==> config.mk <==
export PLATFORM = sky130hd
export DESIGN_NAME = cobra_vec_table
export DESIGN_NICKNAME = d
export VERILOG_FILES = /design/src/rtl/cobra_tb_pkg.sv /design/src/rtl/cobra_vec_table.sv
export SDC_FILE = /design/constraint.sdc
export NUM_CORES = 1
export LEC_CHECK = 0
export CAP_MARGIN = 20
export CORE_MARGIN = 2
export CORE_UTILIZATION = 61
export CTS_BUF_LIST = sky130_fd_sc_hd__clkbuf_8
export DETAILED_ROUTE_END_ITERATION = 6
export PLACE_DENSITY = 0.78
export REMOVE_ABC_BUFFERS = 1
export SYNTH_ARGS = -nofsm -noshare
export SYNTH_HDL_FRONTEND = slang
export SYNTH_SLANG_ARGS = --single-unit
==> constraint.sdc <==
create_clock -name clk_i -period 5.3 [get_ports clk_i]
set_input_delay 0.795 -clock clk_i [delete_from_list [all_inputs] [get_ports clk_i]]
set_output_delay 0.795 -clock clk_i [all_outputs]
set_load 0.01 [all_outputs]
==> src/rtl/cobra_tb_pkg.sv <==
// Shared types and constants for the CYBERcobra stimulus/response checker.
package cobra_tb_pkg;

    // Default geometry of the vector table.
    localparam int SW_W_D    = 16;
    localparam int OUT_W_D   = 32;
    localparam int NUM_VEC_D = 8;

    // Sequencer state encoding.
    typedef logic [1:0] state_t;
    localparam state_t ST_IDLE    = 2'd0;
    localparam state_t ST_DUT_RST = 2'd1;
    localparam state_t ST_WAIT    = 2'd2;
    localparam state_t ST_DONE    = 2'd3;

    // One table entry at default widths: switch stimulus and expected core output.
    typedef struct packed {
        logic [SW_W_D-1:0]  sw;
        logic [OUT_W_D-1:0] exp;
    } vec_t;

    // Bits needed to hold values 0..n-1; never narrower than one bit.
    function automatic int idx_w(input int n);
        return (n > 1) ? $clog2(n) : 1;
    endfunction

    localparam int IDX_W_D = idx_w(NUM_VEC_D);

endpackage

==> src/rtl/cobra_vec_table.sv <==
// Vector table: NUM_VEC entries of {sw, exp}, one synchronous write port and
// one combinational read port. Contents are deliberately not reset so a table
// loaded once survives a checker reset.
module cobra_vec_table
    import cobra_tb_pkg::*;
#(
    parameter int SW_W    = 16,
    parameter int OUT_W   = 32,
    parameter int NUM_VEC = 8,
    parameter int IDX_W   = idx_w(NUM_VEC)
)(
    input  logic             clk_i,
    input  logic             we,
    input  logic [IDX_W-1:0] waddr,
    input  logic [SW_W-1:0]  wsw,
    input  logic [OUT_W-1:0] wexp,
    input  logic [IDX_W-1:0] raddr,
    output logic [SW_W-1:0]  rsw,
    output logic [OUT_W-1:0] rexp
);

    logic [SW_W+OUT_W-1:0] mem [NUM_VEC];

    // Table write; the caller already blocks writes during a run.
    always_ff @(posedge clk_i) begin
        if (we) begin
            mem[waddr] <= {wsw, wexp};
        end
    end

    assign rsw  = mem[raddr][SW_W+OUT_W-1:OUT_W];
    assign rexp = mem[raddr][OUT_W-1:0];

endmodule

==> metrics.md <==
| Metric | Value |
|---|---|
| Max-cap violations | 0 |
| Worst setup path class | input port to output port |
| P&R area growth vs syn | 17.3% |
| H-Tree Depth | 2 |
| Endpoints failing hold | 0 |
| Min Tclk post-route | 3.92 ns |
| Layout cells sized above 1 | 32.1% |
| Period utilization | 74.0% |
| Hold path start | wsw[3] |
| Placed insts | 979 |
| Startpoint Class | input port |
| Setup TNS | 0 ns |
| WP data arrival | 3.13 ns |
| Total global-route track usage | 21.4% |
| Fillcell total | 1324 |
| Initial DRT Pass Iterations | 4 |
| Height of the die | 159 microns |
| Hold endpoint | mem[3][35] |
| Resized Gates After CTS | 0 |
| DR iter-0 viols | approximately 530 |
| VDD IR max | 0.000240 V |
| Clock group share of total power | a little under two fifths |
| Dpl ws | 1.29 ns |
| CTS tree | done |
| Hold WS | ~0.93 ns |
| Core area | about 24000 sq um |
| Post-Route WL | about 26000 microns |
| Vias in the first global route | 6936 |
| Hold-fix buffers, CTS | 0 |
| Avg Inst Size Synth | 25.8 sq um |
| Largest register FFs | 384 |
| Part of the power in registers | 55.8% |
| Hold crit path type | input port to flop |
| PnR worst setup slack | 1.38 ns |
| Multi-input gate area | 2980 sq um |
| First-pass GRT wire length | 40300 microns |
| Biggest regs | mem (384) |
| CP max FO | 40 |
| Switch share | 20.9% |
| Worst-case clock buffer depth | 3 |
| Initial antenna violation count | 1 |
| Die ar. | 25300 sq um |
| Design Power | about 6.2 mW |
| Setup-failing EPs final | 0 |
| Cells along the critical path | buf_6 > buf_4 > mux4_2 > mux2_4 > clkdlybuf4s50_1 |
| Final net count | 776 |
| CP Capture Type | output port |
| Synth warn | 0 |
| Outcome | complete, no violations |
| Comb pwr share | around 7.3% |
| Slew Limit Fails | 0 |
| RSZ-0062 raised after global routing | no |
| Cell Count, Final, Fillers Out | 1085 |
| Reg with most FFs | mem |
| TritonCTS Buffers | 58 |
| CP top delay family | buffers and inverters |
| Placed inst area | 16100 sq um |
| Routability cong. | 0.730 |
| Clock tree sinks | 384 |
| CTS Root Buffer Type | clkbuf_8 |
| Buf/Inv on CP | 3 |
| CP startpoint | raddr[0] |
| Internal | a little under 5 mW |
| P_leak | 5.60 nW |
| Highest Clock Rate | 255 MHz |
| Yosys reg bits | around 380 |
| Worst Tran Pin Value | between 1 and 1.5 ns |
| Via count | 6386 |
| Setup bufs post-CTS | 0 |
| Worst-path clk slew | about 0.070 ns |
| Drt drc | 0 |
| Drt via density | slightly below 6 |
| Final core occ | 73.0% |
| PortBufs | 103 |
| Hold depth | 1 |
| Power Dens Cells | 362 nW/um^2 |
| Largest net degree at the start of global routing | between 50 and 60 |
| IO Pins | between 100 and 150 |
| Worst endpoint required time | 4.51 ns |
| Slew HR | 29.4% |
| Storage cell area | 11500 sq um |
| Ant diodes | 0 |
| Post-Syn Area | 14700 sq um |
| Detailed Place HPWL | between 10000 and 15000 microns |
| Total grt overflow | 0 |
| Final cell area excluding filler cells | about 17000 sq um |
| Rows | 56 |
| Die W | around 160 microns |
| DR WL/cell | 24.0 microns |
| Sw power | 1.30 mW |
| Cell variety after synth | 13 |
| Initial Utilization | 62.3% |
| Seq/Total Area, Yosys | 78.7% |
| Post-Synthesis Cells | about 570 |
| Number of routed nets with antenna violations | 0 |
| Max stage delay on crit path | 0.57 ns |
| CP max stage cell | mux4_2 |
## layout make-up
| type | instances | share of cell area (%) |
|---|---|---|
| clock buffers | 58 | 4.64 |
| clock inverters | 48 | 1.90 |
| multi-input cells | 157 | 17.3 |
| flip-flops and latches | 384 | 67.1 |
| well taps | 319 | 2.32 |
| repair buffers | 119 | 6.75 |
## synth_stat cells, drive strengths merged
library cell / count / area [sq um]
clkbuf: 9 / 33.8
nand2b: 3 / 18.8
mux4: 96 / 2170
nor2: 6 / 22.5
buf: 18 / 171
mux2: 48 / 691
edfxtp: 384 / 11500
nand2: 2 / 7.51
nor3: 2 / 10.0
## worst max-delay path by stage
stage | end | slack (ns) | depth (start not counted)
after floorplan | mem[0][0] | 0.53 | 2
after global placement | rexp[31] | 1.34 | 5
after detailed placement | rexp[31] | 1.29 | 5
after CTS | rexp[31] | 1.28 | 5
after global routing | rexp[27] | 1.20 | 5
final | rexp[27] | 1.38 | 5
## layer usage
metal	wire length [microns]	global-route usage (%)	vias to the layer above
li1	-	-	2779
met1	10800	30.5	3322
met5	13	0	-
met2	12800	33.7	244
met3	2080	5.60	39
met4	371	5.83	2
## placed cells by master (no fill, tap or decap)
master / synthesis / routed
buf_12: 5 / 1
buf_4: 0 / 17
buf_6: 1 / 1
bufinv_16: 0 / 4
clkbuf_8: 0 / 58
clkdlybuf4s50_1: 0 / 100
clkinv_1: 0 / 13
clkinv_2: 0 / 8
clkinvlp_4: 0 / 7
edfxtp_1: 384 / 384
inv_1: 0 / 15
inv_6: 0 / 1
mux2_2: 8 / 8
mux2_4: 40 / 40
mux4_1: 3 / 3
mux4_2: 93 / 93
nand2_1: 2 / 2
nand2b_1: 3 / 3
nor2_4: 0 / 6
nor3_2: 0 / 2
## power by group through the flow
stage          combinational (mW)  sequential [mW]  clock [mW]
5_1_grt                     0.483             3.48        2.49
2_1_floorplan               0.209             3.53           0
3_5_place_dp                0.457             3.53           0
3_3_place_gp                0.447             3.52           0
6_report                    0.452             3.47        2.30
4_1_cts                     0.458             3.47        2.35
## cells by family (layout without fill, tap and decap cells)
family,Yosys count,in the layout,share of synthesized area [%]
buffers and inverters,27,225,1.40
DFF,384,384,78.7
muxes,144,144,19.5
and+or+nand+nor,13,13,0.401
(Power assumes the default switching activity.)
